$ cat src/rtl/prbs_checker_mlane.sv
// prbs_checker_mlane: parallel-word PRBS checker with self-seeding,
// input-valid qualification, automatic lock-loss re-seed and saturating
// bit/error counters. Each valid word carries n_width bits, bit 0 earliest.
// Pipeline: stage 1 captures (optionally inverted) data, stage 2 compares
// against the LFSR prediction, stage 3 accumulates the counters.

module prbs_checker_mlane #(
    parameter int n_width  = 16,
    parameter int n_prbs   = 32,
    parameter int n_cnt    = 64,
    parameter int n_relock = 16,
    parameter int n_thresh = 5
) (
    input  logic                clk,
    input  logic                rstb,
    input  logic [n_width-1:0]  rx_data,
    input  logic                rx_valid,
    input  logic [n_prbs-1:0]   prbs_eqn,
    input  logic                invert,
    input  logic [1:0]          checker_mode,
    input  logic [n_thresh-1:0] lock_thresh,
    input  logic [n_thresh-1:0] lock_loss_cycles,
    output logic [n_cnt-1:0]    err_bits,
    output logic [n_cnt-1:0]    total_bits,
    output logic [n_relock-1:0] relock_count,
    output logic                locked,
    output logic [n_width-1:0]  err_signals
);

    // Number of valid words needed to fill the history with fresh bits.
    localparam int seed_words = (n_prbs + n_width - 1) / n_width;
    localparam int seed_w     = $clog2(seed_words + 1);
    localparam int pop_w      = $clog2(n_width + 1);

    localparam logic [1:0] mode_reset  = 2'd0;
    localparam logic [1:0] mode_align  = 2'd1;
    localparam logic [1:0] mode_run    = 2'd2;

    typedef enum logic [1:0] {
        IDLE  = 2'd0,
        SEED  = 2'd1,
        TRACK = 2'd2
    } state_t;

    state_t state;
    state_t next_state;

    logic [n_width-1:0]  data_s1;
    logic                valid_s1;
    logic [n_prbs-1:0]   history;
    logic [n_prbs-1:0]   hist_next;
    logic [n_prbs-1:0]   lfsr;
    logic [seed_w-1:0]   seed_cnt;
    logic [n_thresh-1:0] bad_cnt;
    logic [n_width-1:0]  pred_word;
    logic [n_width-1:0]  err_now;
    logic [pop_w-1:0]    err_pop;
    logic                count_en;
    logic                mode_active;
    logic                seed_done;
    logic                seed_zero;
    logic                track_word;
    logic                word_bad;
    logic                loss_hit;
    logic                load_seed;
    logic                count_now;
    logic                relock_inc;
    logic [n_cnt:0]      total_sum;
    logic [n_cnt:0]      err_sum;

    // Shift a word into a bit history, earliest bit first; the newest bit
    // ends up at index 0, so index k always holds b[n-1-k].
    function automatic logic [n_prbs-1:0] shift_in(input logic [n_prbs-1:0] hist,
                                                   input logic [n_width-1:0] word);
        logic [n_prbs-1:0] h;
        h = hist;
        for (int i = 0; i < n_width; i++) begin
            h = {h[n_prbs-2:0], word[i]};
        end
        return h;
    endfunction

    // Unrolled word predictor: n_width serial LFSR steps in one cycle.
    function automatic logic [n_width-1:0] predict(input logic [n_prbs-1:0] st,
                                                   input logic [n_prbs-1:0] eqn);
        logic [n_prbs-1:0]  s;
        logic [n_width-1:0] w;
        s = st;
        w = '0;
        for (int i = 0; i < n_width; i++) begin
            w[i] = ^(s & eqn);
            s    = {s[n_prbs-2:0], w[i]};
        end
        return w;
    endfunction

    function automatic logic [pop_w-1:0] popcount(input logic [n_width-1:0] w);
        logic [pop_w-1:0] c;
        c = '0;
        for (int i = 0; i < n_width; i++) begin
            c = c + pop_w'(w[i]);
        end
        return c;
    endfunction

    assign mode_active = (checker_mode != mode_reset);
    assign hist_next   = shift_in(history, data_s1);
    assign pred_word   = predict(lfsr, prbs_eqn);
    assign err_now     = pred_word ^ data_s1;
    assign err_pop     = popcount(err_now);
    assign seed_done   = valid_s1 && (seed_cnt == seed_w'(seed_words - 1));
    assign seed_zero   = (hist_next == '0);
    assign track_word  = (state == TRACK) && valid_s1 && mode_active;
    assign word_bad    = (int'(err_pop) >= int'(lock_thresh));
    assign loss_hit    = track_word && (lock_loss_cycles != '0) && word_bad &&
                         (({1'b0, bad_cnt} + (n_thresh + 1)'(1)) >= {1'b0, lock_loss_cycles});
    assign total_sum   = {1'b0, total_bits} + (n_cnt + 1)'(n_width);
    assign err_sum     = {1'b0, err_bits} + (n_cnt + 1)'(popcount(err_signals));

    // Stage 1: capture the received word after optional inversion.
    always_ff @(posedge clk or negedge rstb) begin
        if (!rstb) begin
            data_s1  <= '0;
            valid_s1 <= 1'b0;
        end else begin
            data_s1  <= rx_data ^ {n_width{invert}};
            valid_s1 <= rx_valid;
        end
    end

    // History of the last n_prbs received bits, advancing only on valid words.
    always_ff @(posedge clk or negedge rstb) begin
        if (!rstb) begin
            history <= '0;
        end else if (valid_s1) begin
            history <= hist_next;
        end
    end

    // FSM state register.
    always_ff @(posedge clk or negedge rstb) begin
        if (!rstb) begin
            state <= IDLE;
        end else begin
            state <= next_state;
        end
    end

    // FSM next state: mode 0 wins over everything else.
    always_comb begin
        next_state = state;
        if (!mode_active) begin
            next_state = IDLE;
        end else begin
            case (state)
                IDLE:    next_state = SEED;
                SEED:    if (seed_done && !seed_zero) next_state = TRACK;
                TRACK:   if (loss_hit) next_state = SEED;
                default: next_state = IDLE;
            endcase
        end
    end

    // FSM outputs: lock flag plus per-cycle seed/count/relock strobes.
    always_comb begin
        locked     = (state == TRACK);
        load_seed  = 1'b0;
        count_now  = 1'b0;
        relock_inc = 1'b0;
        if (mode_active) begin
            load_seed  = (state == SEED) && seed_done && !seed_zero;
            count_now  = track_word && (checker_mode == mode_run);
            relock_inc = loss_hit && ((checker_mode == mode_align) ||
                                      (checker_mode == mode_run));
        end
    end

    // Seed word counter; an all-zero history restarts the count.
    always_ff @(posedge clk or negedge rstb) begin
        if (!rstb) begin
            seed_cnt <= '0;
        end else if ((state != SEED) || !mode_active) begin
            seed_cnt <= '0;
        end else if (valid_s1) begin
            seed_cnt <= seed_done ? '0 : seed_cnt + seed_w'(1);
        end
    end

    // Free-running LFSR: loaded from history at seed time, then advanced on its own predictions.
    always_ff @(posedge clk or negedge rstb) begin
        if (!rstb) begin
            lfsr <= '0;
        end else if (load_seed) begin
            lfsr <= hist_next;
        end else if (track_word) begin
            lfsr <= shift_in(lfsr, pred_word);
        end
    end

    // Consecutive bad-word counter for lock-loss detection.
    always_ff @(posedge clk or negedge rstb) begin
        if (!rstb) begin
            bad_cnt <= '0;
        end else if ((state != TRACK) || !mode_active || loss_hit) begin
            bad_cnt <= '0;
        end else if (track_word) begin
            if (!word_bad) begin
                bad_cnt <= '0;
            end else if (bad_cnt != '1) begin
                bad_cnt <= bad_cnt + n_thresh'(1);
            end
        end
    end

    // Stage 2: register the per-bit mismatch and the counting qualifier.
    always_ff @(posedge clk or negedge rstb) begin
        if (!rstb) begin
            err_signals <= '0;
            count_en    <= 1'b0;
        end else if (!mode_active) begin
            err_signals <= '0;
            count_en    <= 1'b0;
        end else begin
            count_en <= count_now;
            if (track_word) begin
                err_signals <= err_now;
            end
        end
    end

    // Stage 3: saturating bit and error accumulators.
    always_ff @(posedge clk or negedge rstb) begin
        if (!rstb) begin
            total_bits <= '0;
            err_bits   <= '0;
        end else if (!mode_active) begin
            total_bits <= '0;
            err_bits   <= '0;
        end else if (count_en) begin
            total_bits <= total_sum[n_cnt] ? '1 : total_sum[n_cnt-1:0];
            err_bits   <= err_sum[n_cnt]   ? '1 : err_sum[n_cnt-1:0];
        end
    end

    // Saturating count of automatic re-seeds; not bumped while frozen.
    always_ff @(posedge clk or negedge rstb) begin
        if (!rstb) begin
            relock_count <= '0;
        end else if (!mode_active) begin
            relock_count <= '0;
        end else if (relock_inc && (relock_count != '1)) begin
            relock_count <= relock_count + n_relock'(1);
        end
    end

endmodule

$ cat config.mk
export PLATFORM = sky130hd
export DESIGN_NAME = prbs_checker_mlane
export DESIGN_NICKNAME = d
export VERILOG_FILES = /design/src/rtl/prbs_checker_mlane.sv
export SDC_FILE = /design/constraint.sdc
export NUM_CORES = 1
export LEC_CHECK = 0
export ABC_AREA = 0
export CAP_MARGIN = 20
export CORE_AREA = 5 5 224 226
export CTS_CLUSTER_DIAMETER = 80
export DETAILED_ROUTE_END_ITERATION = 7
export DIE_AREA = 0 0 229 231
export GPL_TIMING_DRIVEN = 0
export PLACE_DENSITY = 0.64
export SLEW_MARGIN = 5
export SYNTH_ARGS = -nofsm -noshare
export SYNTH_HDL_FRONTEND = slang
export SYNTH_SLANG_ARGS = --single-unit
$ cat constraint.sdc
create_clock -name clk -period 13.1 [get_ports clk]
set_input_delay 2.62 -clock clk [delete_from_list [all_inputs] [get_ports clk]]
set_output_delay 2.62 -clock clk [all_outputs]
set_load 0.02 [all_outputs]
Yosys cells after proc, flatten, opt, wreduce, memory -nomap -nowiden
Cells that the tools add are included.
{ "word_totals": {"register_bits": 235, "inputBits": 64, "out_inout_bits": 161, "word_cells": 152} }
{ "op_classes": {"addsub": 36, "n_lt_le_gt_ge": 2, "eq_ne": 15, "mux": 26, "n_bitwise": 18, "n_reduce_logical": 43} }
{ "op_table": {"columns": ["op", "n"], "rows": [
  ["32-bit AND", 16],
  ["32-bit XOR reduction", 16],
  ["64-bit 2-to-1 mux", 6],
  ["5-bit by 1-bit adder with 5-bit output", 22],
  ["64-bit by 5-bit adder with 65-bit output", 1],
  ["64-bit by 5-bit adder with 65-bit output, second input constant", 1],
  ["16-bit 2-to-1 mux", 4],
  ["32-bit 2-to-1 mux", 2],
  ["32-bit zero test", 1],
  ["16-bit XOR", 2],
  ["5-bit 2-to-1 mux", 4],
  ["16-bit by 1-bit adder with 16-bit output, second input constant", 1],
  ["16-bit inequality test, second input constant", 1],
  ["1-bit logical AND", 12],
  ["2-bit 2-to-1 mux", 6],
  ["4-bit by 1-bit adder with 5-bit output", 2],
  ["3-bit by 1-bit adder with 4-bit output", 2],
  ["2-bit nonzero test", 4],
  ["2-bit by 1-bit adder with 3-bit output", 2],
  ["5-bit by 1-bit adder with 6-bit output, second input constant", 1],
  ["2-bit by 1-bit equality test with 1-bit output, second input constant", 3],
  ["6-bit by 5-bit greater-or-equal comparator with 1-bit output", 1],
  ["2-bit by 1-bit inequality test with 1-bit output, second input constant", 3],
  ["2-bit case mux with 3 select lines", 1],
  ["16 further kinds", 26]
]} }

Logic depth before layout (Yosys ltp)
{ "logic_depth": {"ltp_word": 56, "ltp_mapped": 58, "depth_no_buf": 52} }

Worst setup path before layout
Ideal clock, no wire load.
{ "synth_path": {"path_type": "input-to-reg", "startpoint": "input prbs_eqn[9]", "endpoint": "register relock_count[15]", "setup_time_ns": 0.132, "arrival_time_ns": 14.332, "t_required_ns": 12.968, "slack_ns": -1.363, "path_stages": 54, "path_buffers": 4, "path_cell_list": "buf_4 -> nand2_1 -> xnor3_1 -> xnor3_1 -> xnor3_1 -> xnor3_2 -> nand2_1 -> o21ai_0 -> a211o_1 -> xor2_1 -> nand3_1 -> o221ai_4 -> xor2_4 -> nor2_2 -> or4_4 -> and2_1 -> buf_6 -> a311o_1 -> [... 18 more ...] -> inv_1 -> ha_1 -> fa_1 -> xor2_1 -> ha_1 -> a21oi_1 -> nor2b_1 -> o21ai_0 -> nand2b_1 -> nand4_1 -> nor2_1 -> nand4_1 -> or2_2 -> clkbuf_1 -> nor2_1 -> nand3_1 -> xor2_1 -> nor2_1"} }
{ "synth_via": {"elab_chain_cells": 41, "word_cells_on_any_way": 55, "cone_classes": "add/sub (15); order compare (1); eq/ne (1); mux (1); bitwise (17); reduce/logical (20)"} }
{ "synth_lines": {"columns": ["item", "line_no", "source"], "rows": [
  ["from (decl)", "18", "input logic [n_prbs-1:0] prbs_eqn,"],
  ["32-bit AND", "91", "w[i] = ^(s & eqn);"],
  ["32-bit XOR reduction", "91", null],
  ["32-bit AND", "91", null],
  ["32-bit XOR reduction", "91", null],
  ["32-bit AND", "91", null],
  ["32-bit XOR reduction", "91", null],
  ["32-bit AND", "91", null],
  ["32-bit XOR reduction", "91", null],
  ["[... 24 more ...]", null, null],
  ["16-bit XOR *", "109", "assign err_now = pred_word ^ data_s1;"],
  ["5-bit by 1-bit adder with 5-bit output *", "101", "c = c + pop_w'(w[i]);"],
  ["5-bit greater-or-equal comparator *", "114", "assign word_bad = (int'(err_pop) >= int'(lock_thresh));"],
  ["1-bit logical AND * (2 in a row)", "115", "assign loss_hit = track_word && (lock_loss_cycles != '0) && word_bad &&"],
  ["1-bit logical AND *", "173", "relock_inc = loss_hit && ((checker_mode == mode_align) ||"],
  ["1-bit 2-to-1 mux *", "170", "if (mode_active) begin"],
  ["1-bit logical AND *", "251", "end else if (relock_inc && (relock_count != '1)) begin"],
  ["2-bit by 1-bit inequality test with 1-bit output (no source line) *", null, null],
  ["to (signal assigned)", "252", "relock_count <= relock_count + n_relock'(1);"],
  ["to (decl)", "25", "output logic [n_relock-1:0] relock_count,"]
]} }
Every way passes the cells marked *; elsewhere a longest branch is shown, timed or not.
A chain may end at the register's enable or synchronous reset.

Final worst setup path
{ "layout_path": {"startpoint": "input prbs_eqn[11]", "endpoint": "register relock_count[9]"} }
The elaborated chain is that of the path after synthesis.

==> flow_metrics.tcl <==
set metrics [dict create \
    outcome "finished with violations" \
    failed_checks "negative setup slack" \
    min-delay-start "seed_cnt[1]$_DFFE_PN0P_" \
    dieHeight_um 231 \
    max_clock_freq_mhz 71.0 \
    timing.rr.start "lfsr[14]$_DFFE_PN0P_" \
    die_area_um2 52900 \
    coreArea_um2 48100 \
    slew_headroom_pct 22.1 \
    syn_area_per_cell_um2 7.70 \
    hp-class "flop to flop" \
    critPathKind "input port to flop" \
    fin_crit_sh_pct 107 \
    place_hpwl_mm 57.6 \
    synthTopCellsByArea "dfrtp_1 (27%), xnor2_1 (15%), nand2_1 (11%)" \
    wl_mm 80.6 \
    layout_setup_ws_ps -981 \
    critPathBufInv 7 \
    synth-warning-count 0 \
    synth_top_flop_cell "dfrtp_1" \
    synth_edf_count 0 \
    grt_pass1_wl_mm 124 \
    cpLargestDelayFamily "simple AND/OR/NAND/NOR gates" \
    hold-worst-slack_ps 497 \
    drt_iter0_drc 2287 \
    drtPass1Iterations 7 \
    synth.top_cell.area_share_pct 27.2 \
    busiest_layer "met2" \
    vias_per_cell 5.89 \
    grt_use_met3_pct 6.69 \
    synthToLayoutAreaGrowth_pct 25.5 \
    finalMaxSlewViolations 0 \
    antenna_found_initial 0 \
    start_util_pct 44.3 \
    drc 0 \
    syn_nets 2883 \
    setup_viol 23 \
    ctsHoldBuffers 0 \
    grt_usage_pct 28.9 \
    gp_congestion 0.941 \
    vias 21900 \
    cts_num_sinks 232 \
    use_met1_pct 39.2 \
    crit_start "prbs_eqn[11]" \
    cp_slowest_stage_delay_ps 600 \
    crit_path_max_fanout 8 \
    critPathSlowestCell "fa_1" \
    synthArstFlopShare_pct 100 \
    synthDistinctLibCells 93 \
    worstMarginPinSlew_ps 1150 \
    grt_overflow 0 \
    path_common_cell "fa_1" \
    cp.required_ps 13570 \
    io_pins 225 \
    arrival_ps 14550 \
    nets 3191 \
    endpoint_kind "flop" \
    crit_path_start_kind "input port" \
    finalCriticalPeriod_ps 14080 \
    layout-drive-gt1-share_pct 11.4 \
    placementRows 81 \
    syn_area_um2 21300 \
    clockRootBuffer "clkbuf_16" \
    path_clk_slew_ps 60 \
    io_buffers 197 \
    cts_made_buffers 27 \
    finalHoldViolCount 0 \
    n_antenna_cell 0 \
    die_x_um 229 \
    maxCapViolCount 0 \
    cts_tree "done" \
    ant_nets 0 \
    h-tree-depth 1 \
    skew_ps 16.8 \
    rsz0062_at_grt "yes" \
    ys_seq_area_share_pct 27.2 \
    wire_per_inst_um 21.7 \
    ys_ff_latch 232 \
    grtUsageMet2_pct 46.7 \
    insertion_delay_ps 560 \
    grt_max_degree 82 \
    ctsLongestPathBuffers 3 \
    grt_pass1_vias 21100 \
    synth_cells 2768 \
    synth_top_cell_by_area "dfrtp_1" \
]
## synth_stat cells (12+ instances only)
master,number
nand2_1,635
xnor2_1,375
dfrtp_1,232
clkbuf_1,199
nor2_1,187
xor2_1,126
o21ai_0,124
a21oi_1,110
inv_1,65
a211oi_1,64
nand3_1,64
nor3_1,53
a22oi_1,38
and3_1,34
nand4_1,30
ha_1,29
a32oi_1,26
a311oi_1,24
mux2_2,24
a22o_1,23
fa_1,22
mux2i_1,19
a31oi_1,16
and2_1,16
nor2b_1,15
nor4_1,14
buf_1,13
a21o_1,12
buf_2,12
## timing repair
item                                    CTS  global route
endpoints found under the setup margin   23            23
resized for setup                        71           180
pin swaps                                41            59
buffers inserted                         52            40
## layer usage
layer / part of all wire (%) / vias up / routed length [um]
met2: 46 / 1099 / 37100
met3: 10 / 161 / 8160
met4: 2.5 / 0 / 2040
met1: 41 / 10700 / 33300
li1: - / 9953 / -
met5: 0 / - / 0
## tightest hold or removal path: stages (launching register included)
cell	delay, ps
dfrtp_1	370
nand2_1	60
nor2_1	30
## final timing paths
kind,end,slack [ps],cells after the start
hold / removal,seed_cnt[1]$_DFFE_PN0P_,500,2
setup / recovery,relock_count[9]$_DFFE_PN0P_,-980,52
hold reg to reg,seed_cnt[1]$_DFFE_PN0P_,500,2
max in group asynchronous,lfsr[18]$_DFFE_PN0P_,9830,3
setup reg to reg,relock_count[9]$_DFFE_PN0P_,240,52
min in group asynchronous,total_bits[4]$_DFFE_PN0P_,2030,1
## logic make-up (layout without fill, tap and decap cells)
group,after synthesis,in the layout,share of synthesized area (%)
xor gates and xnor gates,518,518,22.3
muxes,43,43,2.16
buffers and inverters,300,625,5.52
AOI/OAI and AO/OA,528,528,16.8
adders and majority gates,51,51,3.77
DFF,232,232,27.2
and+or+nand+nor,1096,1096,22.1
## stage by stage
step	utilization, %	area [um^2]	cells	TNS (ps)	setup slack, ps
5_1_grt	55.5	26700	3715	-21880	-1350
6_report	55.5	26700	3715	-13220	-981
3_3_place_gp	50.3	24200	3587	-249690	-3180
4_1_cts	53.8	25900	3686	-20120	-1130
2_1_floorplan	-	21500	2768	-4170	-685
3_5_place_dp	50.5	24300	3589	-61740	-3300
## final cells by class
type	count	area (um^2)
timing repair buffer	282	2730
multi-input combinational	2236	15300
sequential	232	5810
clock buffer	36	739
fill	4458	21400
buffer	230	1090
clock inverter	10	87.6
inverter	67	251
tap	622	778
## sequential cells by signal, summed over array words and instances (netlist names)
register,count
seed_cnt,2
history,16
count_en,1
lfsr,32
err_signals,16
data_s1,16
bad_cnt,5
err_bits,64
total_bits,61
state,2
relock_count,16
valid_s1,1
## cell usage in the layout, fill, tap and decap left out, types with 16 or more instances in the layout
cell type        instances
nand2_1                617
xnor2_1                343
dfrtp_1                232
clkdlybuf4s50_1        190
nor2_1                 181
clkbuf_1               175
o21ai_0                121
xor2_1                 116
a21oi_1                104
buf_4                   80
inv_1                   64
nand3_1                 62
a211oi_1                61
nor3_1                  50
a22oi_1                 36
and3_1                  33
nand4_1                 30
xnor2_2                 28
ha_1                    27
clkbuf_16               27
a32oi_1                 26
a311oi_1                24
mux2_2                  23
a22o_1                  23
fa_1                    21
buf_6                   18
mux2i_1                 18
a31oi_1                 16
Power is left out: the tool's default activity adds up to more than one toggle a clock period on the data nets, which glitch-free logic cannot reach.
